### src/rtl/pll_lock_seq.sv
// PLL power-up / relock sequencer on the reference clock: pulses the PLL reset, waits for a
// continuously stable lock, then releases the system reset. Retries on lock timeout.
module pll_lock_seq #(
  parameter int unsigned PLL_RST_CYCLES = 16,
  parameter int unsigned LOCK_TIMEOUT   = 16000,
  parameter int unsigned STABLE_CYCLES  = 1024,
  parameter int unsigned RETRY_W        = 4
) (
  input  logic               CLK,
  input  logic               RESET,
  input  logic               LOCK,
  output logic               PLL_RESETB,
  output logic               SYS_RESET,
  output logic               READY,
  output logic [RETRY_W-1:0] RETRY_CNT,
  output logic               LOCK_LOST
);

  localparam int unsigned MAX_A = (PLL_RST_CYCLES > LOCK_TIMEOUT) ? PLL_RST_CYCLES : LOCK_TIMEOUT;
  localparam int unsigned MAX_CYCLES = (MAX_A > STABLE_CYCLES) ? MAX_A : STABLE_CYCLES;
  localparam int unsigned CNT_W = (MAX_CYCLES > 2) ? $clog2(MAX_CYCLES) : 1;

  localparam logic [CNT_W-1:0] RST_LAST     = CNT_W'(PLL_RST_CYCLES - 1);
  localparam logic [CNT_W-1:0] TIMEOUT_LAST = CNT_W'(LOCK_TIMEOUT - 1);
  localparam logic [CNT_W-1:0] STABLE_LAST  = CNT_W'(STABLE_CYCLES - 1);

  typedef enum logic [1:0] {
    StPllRst,
    StWaitLk,
    StStable,
    StRun
  } state_e;

  state_e             state_q, state_d;
  logic [CNT_W-1:0]   cnt_q, cnt_d;
  logic [RETRY_W-1:0] retry_d;
  logic               lost_d;
  logic               lock_meta_q, lock_s_q;

  always_comb begin
    state_d = state_q;
    retry_d = RETRY_CNT;
    lost_d  = LOCK_LOST;
    case (state_q)
      StPllRst: begin
        if (cnt_q == RST_LAST) state_d = StWaitLk;
      end
      StWaitLk: begin
        // Lock takes priority over a coincident timeout.
        if (lock_s_q) begin
          state_d = StStable;
        end else if (cnt_q == TIMEOUT_LAST) begin
          state_d = StPllRst;
          if (RETRY_CNT != '1) retry_d = RETRY_CNT + RETRY_W'(1);
        end
      end
      StStable: begin
        if (!lock_s_q) begin
          state_d = StWaitLk;
        end else if (cnt_q == STABLE_LAST) begin
          state_d = StRun;
        end
      end
      StRun: begin
        if (!lock_s_q) begin
          state_d = StPllRst;
          lost_d  = 1'b1;
        end
      end
      default: state_d = StPllRst;
    endcase

    if (state_d != state_q) begin
      cnt_d = '0;
    end else if (state_q == StRun) begin
      cnt_d = cnt_q;
    end else begin
      cnt_d = cnt_q + CNT_W'(1);
    end
  end

  // Outputs are decoded from the next state so they change on the same edge as the state.
  always_ff @(posedge CLK) begin
    if (RESET) begin
      lock_meta_q <= 1'b0;
      lock_s_q    <= 1'b0;
      state_q     <= StPllRst;
      cnt_q       <= '0;
      PLL_RESETB  <= 1'b0;
      SYS_RESET   <= 1'b1;
      READY       <= 1'b0;
      RETRY_CNT   <= '0;
      LOCK_LOST   <= 1'b0;
    end else begin
      lock_meta_q <= LOCK;
      lock_s_q    <= lock_meta_q;
      state_q     <= state_d;
      cnt_q       <= cnt_d;
      PLL_RESETB  <= (state_d != StPllRst);
      SYS_RESET   <= (state_d != StRun);
      READY       <= (state_d == StRun);
      RETRY_CNT   <= retry_d;
      LOCK_LOST   <= lost_d;
    end
  end

endmodule

### config.mk
export PLATFORM = sky130hd
export DESIGN_NAME = pll_lock_seq
export DESIGN_NICKNAME = d
export VERILOG_FILES = /design/src/rtl/pll_lock_seq.sv
export SDC_FILE = /design/constraint.sdc
export NUM_CORES = 1
export LEC_CHECK = 0
export CAP_MARGIN = 0
export CORE_ASPECT_RATIO = 1.75
export CORE_UTILIZATION = 25
export DETAILED_ROUTE_END_ITERATION = 16
export GPL_TIMING_DRIVEN = 0
export PLACE_DENSITY = 0.41
export RECOVER_POWER = 100
export SETUP_SLACK_MARGIN = 0.4
export SYNTH_ARGS = -nofsm -noshare
export SYNTH_HDL_FRONTEND = slang
export SYNTH_SLANG_ARGS = --single-unit
### constraint.sdc
create_clock -name CLK -period 1.8 [get_ports CLK]
set_input_delay 0.18 -clock CLK [delete_from_list [all_inputs] [get_ports CLK]]
set_output_delay 0.18 -clock CLK [all_outputs]
set_load 0.01 [all_outputs]
==> results of run 1 <==
## through the flow
stage                     total power [uW]  cell area (um2)
final                                 1240             1760
after global placement                 772             1450
after CTS                             1260             1770
after detailed placement               783             1450
after global routing                  1300             1760
after floorplan                        746             1280
## power by group through the flow
| stage | clock [uW] | sequential, uW | combinational [uW] |
|---|---|---|---|
| after detailed placement | 0 | 672 | 111 |
| after global routing | 425 | 668 | 207 |
| after CTS | 400 | 661 | 195 |
| final | 390 | 663 | 187 |
| after floorplan | 0 | 662 | 83.4 |
| after global placement | 0 | 669 | 104 |
## logic make-up after synthesis
logic type,count (synthesis)
buf+inv,13
compound gates,23
mux,1
simple gates,66
fa+ha+maj,2
xor+xnor,9
flops,26
## what timing repair did
item	CTS	global route
setup endpoints to repair	24	25
resized for setup	45	14
cloned	1	0
pin swaps	17	6
setup buffers	11	2
## area by class of cell
class | count | area, um2
Fill cell | 490 | 2910
Multi-Input combinational cell | 101 | 803
Sequential cell | 26 | 549
Timing Repair Buffer | 24 | 216
Tap cell | 52 | 65.1
Clock buffer | 4 | 55.1
Buffer | 7 | 47.5
Inverter | 6 | 22.5
## worst paths after layout
path | from | end | cells after the start
setup / recovery | cnt_q[0] | RETRY_CNT[2] | 6
hold / removal | lock_meta_q | lock_s_q | 1
setup reg to reg | cnt_q[0] | RETRY_CNT[2] | 6
hold reg to reg | lock_meta_q | lock_s_q | 1
## registers in the layout (all words and copies together) (netlist names)
register	cells
LOCK_LOST	1
lock_s_q	1
READY	1
cnt_q	14
RETRY_CNT	4
SYS_RESET	1
state_q	2
lock_meta_q	1
PLL_RESETB	1
## Yosys cell counts, drive strengths merged (2+ instances only)
cell    number
a21oi        8
nand4        7
nor4         3
and2         2
xor2         7
a211oi       3
inv          6
nand3        8
clkbuf       2
or4          2
nor2b        2
nor3        13
dfxtp       26
and4         3
o21ai        3
nor3b        3
or3          3
and3         4
o31ai        2
xnor2        2
nor2         8
buf          5
ha           2
nand2        5
## routing by layer
metal	share of wire, %	up-vias
li1	-	568
met1	39	548
met2	56	18
met3	1.6	10
met4	3.6	0
met5	0	-
==> results.md, run 1 <==
- Crit end category: flop
- Share of the synthesized area in the top cell type: 42.8%
- Clock transition at path regs: 0.09 ns
- Ratio of final minimum period to clock period: 91.0%
- Max_slew headroom: 70.3%
- DRT iter0 DRCs: 15
- DRT Pass-1 Iters: 4
- Multiplexer area fraction after synthesis: 0.824%
- Clock Path Buffers: 2
- CP Class: reg2reg
- Sequential area share after synthesis: 42.8%
- Routability congestion estimate: 0.791
- Number of buffers created by CTS: 3
- Worst Setup Start Kind: flop
- DIE AREA: 5150 um2
- Total vias in the final route: 1144
- Die Wd: 54.7 um
- Clock power frac: 31.4%
- Clock root buffer: clkbuf_8
- Most frequent cells in the layout: 13 x dfxtp_1, 12 x buf_4, 11 x nor3_1
- Async S/R FF share, synth: 0%
- Max-cap violations: 0
- Final Max Slew Viols: 0
- Hold Crit Class: reg2reg
- Post-Syn Area per Cell: 8.68 um2
- I/O pin count: 11
- Final setup violation count: 0
- Gr usage total: 14.8%
- Maximum vdd drop: 478 uV
- Largest family of logic cells by synthesized area: simple AND/OR/NAND/NOR gates
- Post-synthesis simple-gate area fraction: 31.0%
- Worst reg2reg setup slack: 0.16 ns
- P_leak: 0.000657 uW
- First-pass GRT wire length: 5440 um
- Final nets: 174
- Combinational power share: 15.1%
- Most Crowded Layer GR: met2
- CTS tree: done
- Number of remaining DRC errors: 0
- Final Util: 37.7%
- RSZ-0062 raised after global routing: true
- Delay of the slowest critical-path stage: 0.47 ns
- Synth Register Bits: 26
- Commonest non-fill, non-tap cell in the layout: dfxtp_1
- Synth Area in Compound Gates: 12.3%
- Number of routed nets with antenna violations: 0
- CP cell instances: ha_4, nand3_4, nand4bb_4, clkbuf_2, or4_1, a21oi_1
- Seq pwr share: 53.5%
- IO Port Bufs: 10
- Synth top area cells: dfxtp_1 43%, nor3_1 5.4%, xor2_1 5.0%
- Yosys top cell by area: dfxtp_1
- CP max-delay cell: or4_1
- Vias in the first global route: 1162
- Placed Instances: 202
- Synth-to-Final Area Change: 44.8%
- Arr. time, crit path: 1.85 ns
- Latest clock arrival within the worst-skew pair: 0.27 ns
- Worst-margin pin slew: 0.445 ns
- Initial Util: 26.0%
- Final Non-Filler Cells: 220
- Pin count of the biggest net entering global routing: 15
- Share of layout cells above drive strength 1: 36.3%
- Hold-fix buffers at CTS: 0
- Syn Inst Count: 140
- Post-Syn Area: 1210 um2
- Xor/xnor share of the synthesized area: 6.49%
- Place WS: -0.0472 ns
- Sw Pwr: 321 uW
- Final WS setup: 0.163 ns
- Number of enable flip-flop cells after synthesis: 0
- M2 GR Usage: 26.6%
- Routed wire length: 3320 um
- Antenna violations before repair: 0
- Clock Skew: 0.00462 ns
- FMAX: 611 MHz
- Synth Flop Type: dfxtp_1
- GR Util met3: 1.46%
- Cell row count: 33
- Syn_nets: 145
- Clk sinks: 26
- Via-per-instance ratio: 5.20
- Minimum hold slack: 0.449 ns
- Die Y-Extent: 94.2 um
- Status: complete, no violations
- Post-synth cell types: 35
- Yosys warns: 0
- WP data required: 2.01 ns
- Final Hold Viols: 0
- Tmin final: 1.64 ns
- CP top delay family: simple AND/OR/NAND/NOR gates
- Critical path fanouts, max: 5
- Area of the core: 4670 um2
- Switch share: 25.9%
- Total grt overflow: 0
- Global Route met1 Usage: 15.4%
- # diodes: 0
- Routed wire per std cell: 15.1 um
- Pint: 918 uW
- HPWL Detailed: 2220 um
- Adder-cell share of the synthesized area: 2.06%
- Final TNS setup: 0 ns
- WP buf/inv: 1
- # H-tree levels: 1
- Power per standard cell area: 705 nW/um2
Note: power is estimated with default switching activity, not from simulation.
==> run 2: changes to the inputs <==
Settings changed: CORE_MARGIN set to 4, GPL_ROUTABILITY_DRIVEN set to 0, SLEW_MARGIN set to 10.
==> results.md, run 2 (synthesis gave the netlist of run 1 again) <==
- Status: complete, no violations
- WP data required: 2.01 ns (about the same)
- Synth-to-Final Area Change: 52.2%
- Number of buffers created by CTS: 3 (unchanged)
- CTS tree: done
- # H-tree levels: 1 (unchanged)
- Critical path fanouts, max: 5 (unchanged)
- Number of routed nets with antenna violations: 0 (unchanged)
- Max reg flops: 14 (unchanged)
- Commonest non-fill, non-tap cell in the layout: dfxtp_1
- Total grt overflow: 0 (unchanged)
- Power per standard cell area: 628 nW/um2 (-11%)
- Clk sinks: 26 (unchanged)
- DIE AREA: 6080 um2 (+18%)
- Die Wd: 60.7 um (+11%)
- Clock transition at path regs: 0.09 ns (about the same)
- Pwr Total: 1160 uW (-6.3%)
- Via-per-instance ratio: 5.32 (+2.3%)
- IO Port Bufs: 10 (unchanged)
- Final Max Slew Viols: 0 (unchanged)
- Maximum vdd drop: 355 uV (-26%)
- Worst Hold Path EP: lock_s_q
- I/O pin count: 11 (unchanged)
- Routed wire per std cell: 15.8 um (+4.5%)
- DRT Pass-1 Iters: 4 (unchanged)
- FMAX: 605 MHz (-1.0%)
- Crit Reg-Reg Endpoint: RETRY_CNT[2]
- Hold Crit Class: reg2reg
- Gr usage total: 12.6% (-2.2 points)
- Crit end category: flop
- Area of the core: 4710 um2 (+0.88%)
- Worst hold start: lock_meta_q
- Worst reg2reg setup slack: 0.15 ns (-0.02 ns)
- Minimum hold slack: 0.445 ns (-0.00422 ns)
- HPWL Detailed: 2280 um (+2.8%)
- Share of layout cells above drive strength 1: 42.0% (+5.7 points)
- Initial Util: 25.8% (-0.23 points)
- Final nets: 176 (+1.1%)
- Ratio of final minimum period to clock period: 91.9% (+0.92 points)
- Antenna violations before repair: 0 (unchanged)
- Final Hold Viols: 0 (unchanged)
- Hold-fix buffers at CTS: 0 (unchanged)
- RSZ-0062 raised after global routing: true
- Max-cap violations: 0 (unchanged)
- Clock root buffer: clkbuf_8
- Largest Register: cnt_q
- Max_slew headroom: 67.4% (-3.0 points)
- Vias in the first global route: 1243 (+7.0%)
- Worst-margin pin slew: 0.489 ns (+0.0443 ns)
- CP Class: reg2reg
- Number of remaining DRC errors: 0 (unchanged)
- Worst Setup Start Kind: flop
- DRT iter0 DRCs: 6 (-9)
- Pin count of the biggest net entering global routing: 14 (-1)
- Most frequent cells in the layout: 14 x dfxtp_1, 8 x buf_4
- Tmin final: 1.65 ns (+0.0165 ns)
- Arr. time, crit path: 1.86 ns (about the same)
- Fillcell total: 512 (+4.5%)
- # diodes: 0 (unchanged)
- Clock Skew: 0.00393 ns (-0.000696 ns)
- Total vias in the final route: 1176 (+2.8%)
- Clock Path Buffers: 2 (unchanged)
- Latest clock arrival within the worst-skew pair: 0.27 ns (about the same)
- Hold Path Depth: 1 (unchanged)
- FF+latch area: 548 um2 (-0.23%)
- Biggest regs: cnt_q (14), RETRY_CNT (4), state_q (2)
- Die Y-Extent: 100 um (+6.4%)
- Worst Reg-to-Reg Cells: 6 (unchanged)
- Routed wire length: 3490 um (+5.0%)
- Multi-input gate area: 868 um2 (+8.1%)
- Critical R2R Launch: cnt_q[1]
- First-pass GRT wire length: 5820 um (+7.1%)
- P_leak: 0.000692 uW (+5.3%)
- Cell row count: 33 (unchanged)
- Final setup violation count: 0 (unchanged)
run 2: cell count changes in the layout (fill, tap and decap cells not counted), sizes merged:
cell           before  now
clkdlybuf4s25       1    2
dlygate4sd3         8    6
dlygate4sd2         0    1
buf                18   15
clkbuf              7   11
run 2: layer usage:
layer	routed length [um]	up-vias	share of wire (%)	global-route usage, %
met1	1340	578	38	13.1
met5	0	-	0	0
met2	1990	14	57	23.3
li1	-	576	-	-
met4	108	0	3.1	6.18
met3	49	8	1.4	1.67
run 2: layout make-up:
cell class / count / area share (%)
plain buffers: 7 / 3.65
clock buffers: 3 / 2.23
inverters: 6 / 1.22
multi-input cells: 101 / 47.0
flip-flops and latches: 26 / 29.6
well taps: 52 / 3.52
repair buffers: 26 / 12.8
run 2: worst max path at each step:
stage	start	end	slack, ns	cells after the start
6_report	cnt_q[1]	RETRY_CNT[2]	0.15	6
5_1_grt	cnt_q[1]	RETRY_CNT[2]	0.05	6
4_1_cts	cnt_q[1]	RETRY_CNT[2]	0.19	6
3_5_place_dp	cnt_q[9]	cnt_q[3]	-0.05	6
3_3_place_gp	cnt_q[9]	cnt_q[2]	-0.06	6
2_1_floorplan	cnt_q[1]	RETRY_CNT[2]	0.25	6
run 2: timing repair:
| action | 4_1_cts | 5_1_grt |
|---|---|---|
| setup endpoints to repair | 24 | 25 |
| pin swaps | 21 | 6 |
| resized for setup | 49 | 18 |
| setup buffers | 11 | 3 |
| gates cloned | 2 | 0 |
run 2: critical path, stage by stage, from the launching register on:
cell       delay, ns
dfxtp_1         0.38
ha_4            0.17
nand3_4         0.08
nand4bb_4       0.21
buf_6           0.15
or4_4           0.47
a21oi_2         0.13
run 2: where the power goes:
part / switching [uW] / leakage [uW] / internal (uW) / total, uW
clock: 183 / 0.0000216 / 150 / 333
combinational: 88.6 / 0.000452 / 89.1 / 178
sequential: 43.7 / 0.000218 / 608 / 651
run 2: through the flow:
stage               cells  setup slack (ns)  area, um2  utilization [%]  setup TNS [ns]
finish                221             0.146       1850             39.3               0
global route          221            0.0498       1850             39.3               0
CTS                   218             0.191       1820             38.6               0
detailed placement    202           -0.0544       1450             30.8          -0.497
global placement      202           -0.0642       1450             30.8          -0.600
floorplan             140             0.250       1280                -               0
